===== src/rtl/jk_register_bank.sv =====
// Register bank of WIDTH JK flip-flop cells. HOLD, JK, TOGGLE and COUNT modes are all
// expressed as J/K vectors driving the same cell equation.
module jk_register_bank #(
    parameter int WIDTH    = 8,
    parameter bit SATURATE = 1'b0
) (
    input  logic             clk,
    input  logic             reset,
    input  logic             en,
    input  logic [1:0]       mode,
    input  logic [WIDTH-1:0] j,
    input  logic [WIDTH-1:0] k,
    input  logic [WIDTH-1:0] t,
    input  logic             dir,
    output logic [WIDTH-1:0] q,
    output logic             tc,
    output logic             wrapped
);

    localparam logic [1:0] MODE_HOLD   = 2'b00;
    localparam logic [1:0] MODE_JK     = 2'b01;
    localparam logic [1:0] MODE_TOGGLE = 2'b10;
    localparam logic [1:0] MODE_COUNT  = 2'b11;

    logic [WIDTH-1:0] up_tgl;
    logic [WIDTH-1:0] down_tgl;
    logic [WIDTH-1:0] count_tgl;
    logic [WIDTH-1:0] terminal;
    logic             at_terminal;
    logic [WIDTH-1:0] cell_j;
    logic [WIDTH-1:0] cell_k;
    logic [WIDTH-1:0] q_next;
    logic             counting;
    logic             tc_next;
    logic             wrap_event;

    // Synchronous-counter toggle chains: bit i flips when every lower bit is 1 (up) or 0 (down).
    always_comb begin
        up_tgl      = '0;
        down_tgl    = '0;
        up_tgl[0]   = 1'b1;
        down_tgl[0] = 1'b1;
        for (int i = 1; i < WIDTH; i++) begin
            up_tgl[i]   = up_tgl[i-1] & q[i-1];
            down_tgl[i] = down_tgl[i-1] & ~q[i-1];
        end
    end

    assign terminal    = dir ? {WIDTH{1'b1}} : {WIDTH{1'b0}};
    assign at_terminal = (q == terminal);
    assign counting    = en && (mode == MODE_COUNT);

    // Saturation freezes the counter by zeroing its toggle vector at the terminal value.
    always_comb begin
        count_tgl = dir ? up_tgl : down_tgl;
        if (SATURATE && at_terminal) begin
            count_tgl = '0;
        end
    end

    always_comb begin
        cell_j = '0;
        cell_k = '0;
        if (en) begin
            case (mode)
                MODE_HOLD: begin
                    cell_j = '0;
                    cell_k = '0;
                end
                MODE_JK: begin
                    cell_j = j;
                    cell_k = k;
                end
                MODE_TOGGLE: begin
                    cell_j = t;
                    cell_k = t;
                end
                MODE_COUNT: begin
                    cell_j = count_tgl;
                    cell_k = count_tgl;
                end
                default: begin
                    cell_j = '0;
                    cell_k = '0;
                end
            endcase
        end
    end

    assign q_next     = (cell_j & ~q) | (~cell_k & q);
    assign tc_next    = counting && (q_next == terminal);
    assign wrap_event = counting && at_terminal && !SATURATE;

    always_ff @(posedge clk or negedge reset) begin
        if (!reset) begin
            q       <= '0;
            tc      <= 1'b0;
            wrapped <= 1'b0;
        end else begin
            q  <= q_next;
            tc <= tc_next;
            if (wrap_event) begin
                wrapped <= 1'b1;
            end
        end
    end

endmodule


===== config.mk =====
export PLATFORM = sky130hd
export DESIGN_NAME = jk_register_bank
export DESIGN_NICKNAME = d
export VERILOG_FILES = /design/src/rtl/jk_register_bank.sv
export SDC_FILE = /design/constraint.sdc
export NUM_CORES = 1
export LEC_CHECK = 0
export ABC_AREA = 1
export ABC_CLOCK_PERIOD_IN_PS = 1470
export CAP_MARGIN = 20
export CORE_MARGIN = 5
export CORE_UTILIZATION = 38
export CTS_BUF_LIST = sky130_fd_sc_hd__clkbuf_8
export DETAILED_ROUTE_END_ITERATION = 7
export DONT_BUFFER_PORTS = 1
export PLACE_DENSITY = 0.62
export SYNTH_ARGS = -nofsm -noshare
export SYNTH_HDL_FRONTEND = slang
export SYNTH_SLANG_ARGS = --single-unit

===== constraint.sdc =====
create_clock -name clk -period 1.47 [get_ports clk]
set_clock_uncertainty 0.15 [all_clocks]
set_input_delay 0.3675 -clock clk [delete_from_list [all_inputs] [get_ports clk]]
set_output_delay 0.3675 -clock clk [all_outputs]
set_load 0.005 [all_outputs]

# --- Word level (Yosys, flattened, before mapping) ---
# Cells that the tools add are included.
totals:
  register_bits: 10
  in_bits: 30
  elab_cells: 42
op_classes:
  n_eq_ne: 5
  n_mux: 6
  n_bitwise: 24
  n_reduce_logical: 4
op_table:
  columns: ["operator", "count"]
  rows:
  - ["one-hot mux 8 bit (4 select lines)", 2]
  - ["2-to-1 mux 8 bit", 4]
  - ["bitwise AND 8 bit", 2]
  - ["equality test 8 bit", 2]
  - ["inverter 8 bit", 2]
  - ["bitwise AND 1 bit", 12]
  - ["bitwise OR 8 bit", 1]
  - ["inverter 1 bit", 7]
  - ["equality test 2 bit (second input constant)", 2]
  - ["logical AND 1 bit", 3]
  - ["equality test 2 x 1 -> 1 bit (second input constant)", 1]
  - ["logical NOT 2 bit", 1]

# --- Logic depth before layout (Yosys ltp) ---
# Gate-level depths: netlist of run 1.
logic_depth:
  depth_word: 15
  mapped_depth: 15
  depth_no_buf: 15

# --- Worst setup path after synthesis of run 1 ---
# Ideal clock, no wire load.
synth_path:
  path_kind: "register to register"
  start: "reg q[0]"
  end: "reg tc"
  arrival_ns: 1.391
  required_time_ns: 1.203
  setup_slack_ns: -0.187
  path_stages_with_launch: 15
  n_path_buf: 0
  synth_period_minus_slack_ns: 1.657
  cell_sequence: "dfrtp_1 nor2_1 nand4_1 nor2_1 nand2_1 nand2_1 nand2_1 nand3_1 nand2_1 nand2_1 nand2_1 nand3_1 nand2_1 nand2_1 nor2_1"
synth_via:
  elab_chain_cells: 15
  elab_cells_between_ends: 25
  classes_between: "1 x eq/ne; 5 x mux; 18 x bitwise; 1 x reduce/logical"
synth_lines:
  columns: ["element", "line_no", "text"]
  rows:
  - ["start: declaration", "15", "output logic [WIDTH-1:0] q,"]
  - ["start signal: assignment", "100", "q <= q_next;"]
  - ["inverter 1 bit", "45", "down_tgl[i] = down_tgl[i-1] & ~q[i-1];"]
  - ["bitwise AND 1 bit (6 in a row)", "45", null]
  - ["2-to-1 mux 8 bit *", "55", "count_tgl = dir ? up_tgl : down_tgl;"]
  - ["one-hot mux 8 bit (4 select lines)", "65", "case (mode)"]
  - ["2-to-1 mux 8 bit", "64", "if (en) begin"]
  - ["inverter 8 bit", "90", "assign q_next = (cell_j & ~q) | (~cell_k & q);"]
  - ["bitwise AND 8 bit", "90", null]
  - ["bitwise OR 8 bit *", "90", null]
  - ["net q_next[7]", "32", "logic [WIDTH-1:0] q_next;"]
  - ["equality test 8 bit *", "91", "assign tc_next = counting && (q_next == terminal);"]
  - ["logical AND 1 bit *", "91", null]
  - ["net tc_next", "34", "logic tc_next;"]
  - ["end signal: assignment", "101", "tc <= tc_next;"]
  - ["end: declaration", "16", "output logic tc,"]
# The timed path passes the listed nets; every way through them passes the cells marked *.
# A chain may end at the register's enable or synchronous reset.

# --- Worst setup path after layout of run 1 ---
layout_path:
  start: "reg q[1]"
  end: "reg tc"
layout_via:
  elab_chain_cells: 15
  elab_cells_between_ends: 25
  classes_between: "1 x eq/ne; 5 x mux; 18 x bitwise; 1 x reduce/logical"
layout_lines:
  columns: ["element", "line_no"]
  rows:
  - ["inverter 1 bit", "45"]
  - ["bitwise AND 1 bit (6 in a row)", "45"]
  - ["2-to-1 mux 8 bit", "55"]
  - ["one-hot mux 8 bit (4 select lines)", "65"]
  - ["2-to-1 mux 8 bit", "64"]
  - ["inverter 8 bit", "90"]
  - ["bitwise AND 8 bit", "90"]
  - ["bitwise OR 8 bit *", "90"]
  - ["equality test 8 bit *", "91"]
  - ["logical AND 1 bit *", "91"]
  - ["net tc_next", "34"]
# Marked as above.

==> Flow_metrics.wiki, run 1 <==
{| class="wikitable"
! Metric !! Value
|-
| Status || complete, but fails checks
|-
| Violated checks || setup timing
|-
| Hold Path Depth || 3
|-
| Area fraction of the dominant cell type after synthesis || 27.0%
|-
| Share of async-settable or async-resettable flops after synthesis || between 90% and 100%
|-
| Delay of the slowest cell on the worst path || 0.45 ns
|-
| Standby leakage power || 0.703 nW
|-
| XOR/XNOR share of the synthesized area || 2.73%
|-
| Flip-flop and latch count after synthesis || 10
|-
| Clock latency reported for the late side of the worst-skew pair || 0.23 ns
|-
| Slew of the pin with the lowest slew margin || 0.428 ns
|-
| First drt pass iteration count || 4
|-
| Mux cell area share after synthesis || 0%
|-
| Global-route wire length before repair || 4.89 mm
|-
| Cells taking the most area after synthesis || sky130_fd_sc_hd__nand2_1 27%, sky130_fd_sc_hd__dfrtp_1 26%, sky130_fd_sc_hd__nand3_1 14%
|-
| Fraction of final layout cells sized beyond drive strength 1 || 31.3%
|-
| Cell row count || 18
|-
| Number of antenna diodes || 0
|-
| Synthesis-to-layout area growth || 39.5%
|-
| CTS H-tree depth || 1
|-
| Dominant cell type by area after synthesis || sky130_fd_sc_hd__nand2_1
|-
| Maximum number of pins on one net before global-route repair || 12
|-
| Setup repair after global routing missed its margin || yes
|-
| DRC || 0
|-
| Highest net fanout along the worst path || 5
|-
| Effective utilization at floorplan || 39.1%
|-
| Number of nets in the final layout || about 230
|-
| Via count || 1133
|-
| Fraction of power consumed by combinational cells || 51.8%
|-
| List of cells traversed by the critical path || nor2_4, buf_4, nand3_2, o21ai_1, nand2_1, nand3_1, nand2_1, nand2_1, nand2_2, nor2_1, nand3_1, nand2_1, nand2_1, nor2_1
|-
| Num Clock Sinks || 10
|-
| Cell depth of the worst flop-to-flop path || 14
|-
| Crit path required time || 1.49 ns
|-
| Min cycle time layout || between 1.5 and 2 ns
|-
| Power density normalized to cell area || roughly 1300 nW/um^2
|-
| Number of enable flip-flop cells after synthesis || 0
|-
| Share of the clock period used by the worst path after layout || 119%
|-
| Critical setup path kind || reg2reg
|-
| Remaining global-route overflow || 0
|-
| Slowest CP cell || sky130_fd_sc_hd__dfrtp_2
|-
| All-layer global routing usage || between 10% and 20%
|-
| Fraction of power spent switching nets || 37.8%
|-
| Origin of the critical flop-to-flop path || q[1]
|-
| Post-detailed-route count of antenna-violating nets || 0
|-
| Min setup slack post-route || -0.274 ns
|-
| Total die area || around 3600 um^2
|-
| CP most frequent cell || sky130_fd_sc_hd__nand2_1
|-
| Dominant synthesized flop cell || sky130_fd_sc_hd__dfrtp_1
|-
| Fmax achieved || about 570 MHz
|-
| Main combinational cell family by area after synthesis || simple AND/OR/NAND/NOR gates
|-
| Element type at the critical path end || flip-flop
|-
| R2R setup slack || -0.27 ns
|-
| Post-place setup slack || -0.282 ns
|-
| Port Buf Inserts || 0
|-
| Fraction of power consumed by sequential logic || between 20% and 30%
|-
| Internal power || between 1 and 1.5 mW
|-
| Post-DP HPWL || between 2 and 2.5 mm
|-
| Final count of pins violating max slew || 0
|-
| Count of unique library cells instantiated by Yosys || 23
|-
| Area fraction in compound gates after synthesis || 5.99%
|-
| Die height || around 60 um
|-
| Post-DR vias/cell || 4.97
|-
| Most common cell in the synthesized netlist || sky130_fd_sc_hd__nand2_1
|-
| Fraction of the mapped netlist area in simple logic gates || 56.8%
|-
| CTS buffer count || 3
|-
| IR drop worst, VDD || 0.000904 V
|-
| Final wirelength || 2.82 mm
|-
| Number of filler cells placed in the layout || 238
|-
| Number of hold violations in the final report || 0
|-
| Number of violations reported at the end of detailed-routing iteration 0 || 48
|-
| Count of max-cap constraint violations || 0
|-
| Power share of the clock group || 19.9%
|-
| Final core utilization || between 50% and 60%
|-
| Type of the tightest min-delay check || in2reg
|-
| WL per Instance || 12.4 um
|-
| Mean instance size in the synthesized netlist || 5.86 um^2
|-
| Post-synth design cell area || just under 1000 um^2
|-
| Via count of the first global-routing pass || about 1100
|-
| Layout Cell Area excl Fill || about 1300 um^2
|-
| Number of warnings reported in the yosys synthesis log || 0
|-
| Net switching power figure || 0.646 mW
|-
| Gpl congestion || 0.948
|-
| Count of endpoints failing setup in the final report || 5
|-
| Endpoint arrival time on the critical path || 1.76 ns
|-
| Clock Root Buffer || sky130_fd_sc_hd__clkbuf_8
|-
| Share of synthesized area occupied by flip-flops and latches || a little over a quarter
|-
| Max-slew headroom at the worst pin || between 70% and 80%
|-
| Startpoint of the tightest hold check path || en
|-
| Clock tree from TritonCTS || done
|-
| List of most frequent post-synthesis cells || 69 x sky130_fd_sc_hd__nand2_1, 27 x sky130_fd_sc_hd__nand3_1, 16 x sky130_fd_sc_hd__nor2_1, 14 x sky130_fd_sc_hd__inv_1, 10 x sky130_fd_sc_hd__dfrtp_1
|-
| Longest Clk Path Bufs || 2
|-
| Number of nets produced by synthesis || 194
|-
| Top-level I/O count || 40
|-
| Category of the worst setup path launch point || flip-flop
|-
| Critical R2R Capture || tc
|-
| Area inside the core boundary || 2450 um^2
|-
| Number of instances in the synthesized netlist || 164
|-
| Placed Area || 1210 um^2
|-
| Clock transition at the registers of the reported paths || about 0.050 ns
|-
| Hold endpoint || q[6]
|-
| Die outline width || 60.3 um
|-
| Number of antenna violations at the first check in global routing || 0
|-
| Power after layout || 1.71 mW
|-
| Adder-cell area share of the yosys netlist || 0%
|}
[per-layer routing]
layer	wire length, um	GRT usage [%]	vias up
li1	-	-	595
met1	1170	21.6	499
met2	1440	30.9	34
met3	172	2.81	5
met4	46	6.65	0
met5	0	0	-
[logic make-up after synthesis]
kind of cell	count (synthesis)
buffers and inverters	19
DFF	10
xor gates and xnor gates	3
and+or+nand+nor	124
AOI/OAI and AO/OA	8
[registers in the layout, indices dropped and copies added (netlist names)]
signal,cells
q,8
tc,1
wrapped,1
[critical path: cells and delay by family, from the launching register on]
family	cells	cell delay [ns]
and+or+nand+nor	12	0.90
DFF	1	0.45
buffers and inverters	1	0.12
AOI/OAI and AO/OA	1	0.07
[power groups by stage]
stage | clock network, mW | logic, mW | registers (mW)
5_1_grt | 0.374 | 0.992 | 0.502
6_report | 0.340 | 0.887 | 0.483
2_1_floorplan | 0 | 0.373 | 0.465
3_3_place_gp | 0 | 0.781 | 0.457
3_5_place_dp | 0 | 0.792 | 0.461
4_1_cts | 0.360 | 0.840 | 0.476
[what timing repair did]
item,in CTS,in global routing
pin swaps,6,5
hold buffers,1,0
hold endpoints to repair,10,0
setup endpoints to repair,6,10
setup buffers,1,1
resized for setup,11,11
[layout by cell type, fill, tap and decap left out]
| master | n |
|---|---|
| sky130_fd_sc_hd__xnor2_1 | 1 |
| sky130_fd_sc_hd__nand3_1 | 25 |
| sky130_fd_sc_hd__nand2_2 | 6 |
| sky130_fd_sc_hd__buf_6 | 4 |
| sky130_fd_sc_hd__o211ai_1 | 1 |
| sky130_fd_sc_hd__buf_4 | 28 |
| sky130_fd_sc_hd__nor4b_1 | 1 |
| sky130_fd_sc_hd__nand3b_1 | 1 |
| sky130_fd_sc_hd__and2_1 | 1 |
| sky130_fd_sc_hd__nand4_1 | 3 |
| sky130_fd_sc_hd__nor2_2 | 2 |
| sky130_fd_sc_hd__a21oi_4 | 1 |
| sky130_fd_sc_hd__dfrtp_2 | 4 |
| sky130_fd_sc_hd__xor2_1 | 2 |
| sky130_fd_sc_hd__clkbuf_8 | 4 |
| sky130_fd_sc_hd__dfrtp_1 | 6 |
| sky130_fd_sc_hd__o21ai_1 | 2 |
| sky130_fd_sc_hd__a21oi_1 | 1 |
| sky130_fd_sc_hd__nor2_4 | 3 |
| sky130_fd_sc_hd__nor3_2 | 1 |
| sky130_fd_sc_hd__nand3_2 | 3 |
| sky130_fd_sc_hd__inv_2 | 5 |
| sky130_fd_sc_hd__inv_1 | 11 |
| sky130_fd_sc_hd__nand2_1 | 65 |
| sky130_fd_sc_hd__a31o_2 | 1 |
| sky130_fd_sc_hd__dlygate4sd3_1 | 1 |
| sky130_fd_sc_hd__o21ai_0 | 2 |
| sky130_fd_sc_hd__nor2_1 | 13 |
[area by class of cell]
class	instances	area, um^2	share of cell area, %
Timing Repair Buffer	33	265	19.8
Clock buffer	4	55.1	4.11
Sequential cell	10	255	19.0
Inverter	16	60.1	4.48
Tap cell	30	37.5	2.80
Multi-Input combinational cell	135	667	49.8
[through the flow]
stage          hold slack, ns  std cells  setup TNS, ns
6_report                0.197        228         -0.626
3_3_place_gp          -0.0777        221         -0.482
4_1_cts                 0.187        227         -0.585
3_5_place_dp          -0.0778        221         -0.564
5_1_grt                 0.198        228          -1.42
2_1_floorplan         -0.0781        164         -0.146
[worst max path at each step]
stage                     slack, ns  end  depth (start not counted)  from
after floorplan               -0.15   tc                         14  q[0]
after global placement        -0.24   tc                         12  q[1]
after detailed placement      -0.28   tc                         13  q[0]
after CTS                     -0.25   tc                         13  q[1]
after global routing          -0.42   tc                         13  q[1]
final                         -0.27   tc                         14  q[1]
No activity file was read; power rests on OpenSTA's default activity.
==> inputs of run 2 (changes only) <==
--- a/config.mk
+++ b/config.mk
@@ -7,7 +7,6 @@
 export LEC_CHECK = 0
 export ABC_AREA = 1
 export ABC_CLOCK_PERIOD_IN_PS = 1470
-export CAP_MARGIN = 20
 export CORE_MARGIN = 5
 export CORE_UTILIZATION = 38
 export CTS_BUF_LIST = sky130_fd_sc_hd__clkbuf_8
==> results of run 2 <==
Final layout, timing and power as in run 1 (identical DEF).
==> inputs of run 3 (changes only) <==
--- a/config.mk
+++ b/config.mk
@@ -8,11 +8,11 @@
 export ABC_AREA = 1
 export ABC_CLOCK_PERIOD_IN_PS = 1470
 export CORE_MARGIN = 5
-export CORE_UTILIZATION = 38
+export CORE_UTILIZATION = 58
 export CTS_BUF_LIST = sky130_fd_sc_hd__clkbuf_8
 export DETAILED_ROUTE_END_ITERATION = 7
 export DONT_BUFFER_PORTS = 1
-export PLACE_DENSITY = 0.62
+export PLACE_DENSITY = 0.84
 export SYNTH_ARGS = -nofsm -noshare
 export SYNTH_HDL_FRONTEND = slang
 export SYNTH_SLANG_ARGS = --single-unit
==> run 3 against run 2 <==
Net effect: the flow still finishes with violations (setup timing); sequential share of layout area about the same; fmax down 10%; flip-flop and latch count unchanged; register-to-register slack worse by 0.20 ns; wire length up 39%; design area down 0.56%; via count up 19%; power up 4.5%; sequential power up 3%; worst hold slack worse by 0.0015 ns; largest power group unchanged.
==> Flow_metrics.wiki, run 3 (synthesis gave the netlist of run 1 again) <==
{| class="wikitable"
! Metric !! Value
|-
| Placed Area || roughly 1200 um^2
|-
| Power after layout || 1.79 mW
|-
| Setup repair after global routing missed its margin || yes
|-
| Num Clock Sinks || 10
|-
| Most common cell after layout, fill and taps aside || sky130_fd_sc_hd__nand2_1
|-
| Longest Clk Path Bufs || 2
|-
| Leading registers by flop count || q (8), tc (1), wrapped (1)
|-
| IR drop worst, VDD || 0.00113 V
|-
| First drt pass iteration count || 5
|-
| Number of antenna violations at the first check in global routing || 0
|-
| Post-DR vias/cell || roughly 6.3
|-
| Clock latency reported for the late side of the worst-skew pair || 0.24 ns
|-
| Final hold slack || about 0.20 ns
|-
| Post-DP HPWL || 2.32 mm
|-
| Critical setup path kind || reg2reg
|-
| Type of the tightest min-delay check || in2reg
|-
| Number of hold violations in the final report || 0
|-
| Top register by number of flip-flops || q
|-
| Area inside the core boundary || approximately 1500 um^2
|-
| All-layer global routing usage || 24.6%
|-
| Number of flip-flops under the largest register name || 8
|-
| Endpoint arrival time on the critical path || 1.96 ns
|-
| Clock Root Buffer || sky130_fd_sc_hd__clkbuf_8
|-
| Delay of the slowest cell on the worst path || 0.46 ns
|-
| Min cycle time layout || 1.95 ns
|-
| Global-route wire length before repair || roughly 5 mm
|-
| Count of max-cap constraint violations || 0
|-
| Post-detailed-route count of antenna-violating nets || 0
|-
| Effective utilization at floorplan || 62.3%
|-
| Highest net fanout along the worst path || 5
|-
| WL per Instance || 18.4 um
|-
| Slew of the pin with the lowest slew margin || 0.460 ns
|-
| Crit path required time || 1.48 ns
|-
| Die outline width || slightly above 50 um
|-
| Top-level I/O count || 40
|-
| Via count || 1344
|-
| Final count of pins violating max slew || 0
|-
| Cell row count || 14
|-
| Remaining global-route overflow || 0
|-
| CTS H-tree depth || 1
|-
| List of cells traversed by the critical path || nor2_4, nand4_1, nor2_2, nand2_1, nand2_1, nand2_2, nand3_2, nand3b_1, nand2_2, nand3_1, nand2_1, nand2_1, nor2_1
|-
| Final wirelength || 3.93 mm
|-
| Violated checks || setup timing
|-
| Die height || 50.7 um
|-
| Number of antenna diodes || 0
|-
| Gpl congestion || ~0.95
|-
| Number of violations reported at the end of detailed-routing iteration 0 || 78
|-
| Maximum number of pins on one net before global-route repair || 12
|-
| Fraction of final layout cells sized beyond drive strength 1 || 30.8%
|-
| Clock transition at the registers of the reported paths || 0.05 ns
|-
| Standby leakage power || between 0.7 and 0.8 nW
|-
| Number of filler cells placed in the layout || 101
|-
| Layout Cell Area excl Fill || 1330 um^2
|-
| CP most frequent cell || sky130_fd_sc_hd__nand2_1
|-
| Power density normalized to cell area || 1340 nW/um^2
|-
| DRC || 0
|-
| Clock tree from TritonCTS || done
|-
| Slowest CP cell || sky130_fd_sc_hd__dfrtp_2
|-
| Status || complete, but fails checks
|-
| Number of nets in the final layout || 229
|-
| Fmax achieved || 514 MHz
|-
| Port Buf Inserts || 0
|-
| Via count of the first global-routing pass || 1192
|-
| Max-slew headroom at the worst pin || ~69%
|-
| Total die area || 2570 um^2
|-
| Category of the worst setup path launch point || flip-flop
|-
| Most frequent cells in the layout || 63 x sky130_fd_sc_hd__nand2_1, 26 x sky130_fd_sc_hd__buf_4, 24 x sky130_fd_sc_hd__nand3_1
|-
| CTS buffer count || 3
|-
| Share of the clock period used by the worst path after layout || 132%
|-
| Synthesis-to-layout area growth || 38.7%
|-
| Element type at the critical path end || flip-flop
|-
| Count of endpoints failing setup in the final report || 9
|-
| Min setup slack post-route || -0.476 ns
|}
run 3: cell count changes in the layout (fill, tap and decap cells not counted), sizes merged:
cell | previous run | this run
clkbuf | 4 | 3
inv | 16 | 17
run 3: report_power, final:
part / total [mW] / leakage (nW) / switching (mW) / internal, mW
clock: 0.285 / 0.0269 / 0.103 / 0.182
combinational: 1.00 / 0.579 / 0.509 / 0.494
sequential: 0.499 / 0.118 / 0.136 / 0.363
total: 1.79 / 0.724 / 0.747 / 1.04
run 3: path summary, 6_finish.rpt:
kind	startpoint	to	slack, ns	cells past startpoint
hold / removal	en	q[2]	0.20	3
setup / recovery	q[1]	tc	-0.48	13
hold reg to reg	wrapped	wrapped	0.39	1
max in group asynchronous	reset	q[5]	0.45	1
min in group asynchronous	reset	q[3]	0.37	1
setup reg to reg	q[1]	tc	-0.48	13
run 3: per-layer routing:
metal / part of all wire (%) / vias up / track usage [%]
met3: 13 / 22 / 3.85
met1: 33 / 615 / 28.5
met4: 3.0 / 0 / 9.79
met5: 0 / - / 0
li1: - / 594 / -
met2: 50 / 113 / 44.4
run 3: timing repair:
item                                   in CTS  in global routing
hold buffers                                1                  0
pin swaps                                   4                  3
setup buffers                               0                  5
endpoints found under the hold margin      10                  0
gates resized for setup                    12                 12
setup endpoints to repair                   8                  9
run 3: through the flow:
stage | setup slack [ns] | setup TNS, ns | utilization [%] | std cells
3_3_place_gp | -0.214 | -0.272 | 76.1 | 205
2_1_floorplan | -0.146 | -0.146 | - | 164
6_report | -0.476 | -1.32 | 86.4 | 214
3_5_place_dp | -0.312 | -0.442 | 76.1 | 205
4_1_cts | -0.319 | -0.543 | 82.0 | 210
5_1_grt | -0.567 | -1.88 | 86.4 | 214
run 3: final cells by class:
type	instances	area, um^2	area share [%]
multi-input cells	135	681	51.1
flip-flops and latches	10	254	19.1
well taps	16	20.0	1.50
clock inverters	1	3.75	0.282
clock buffers	3	41.3	3.10
repair buffers	33	273	20.5
inverters	16	60.1	4.51
run 3: critical path: cells and delay by family, from the launching register on:
kind | cells | cell delay [ns]
and+or+nand+nor | 13 | 1.27
DFF | 1 | 0.46
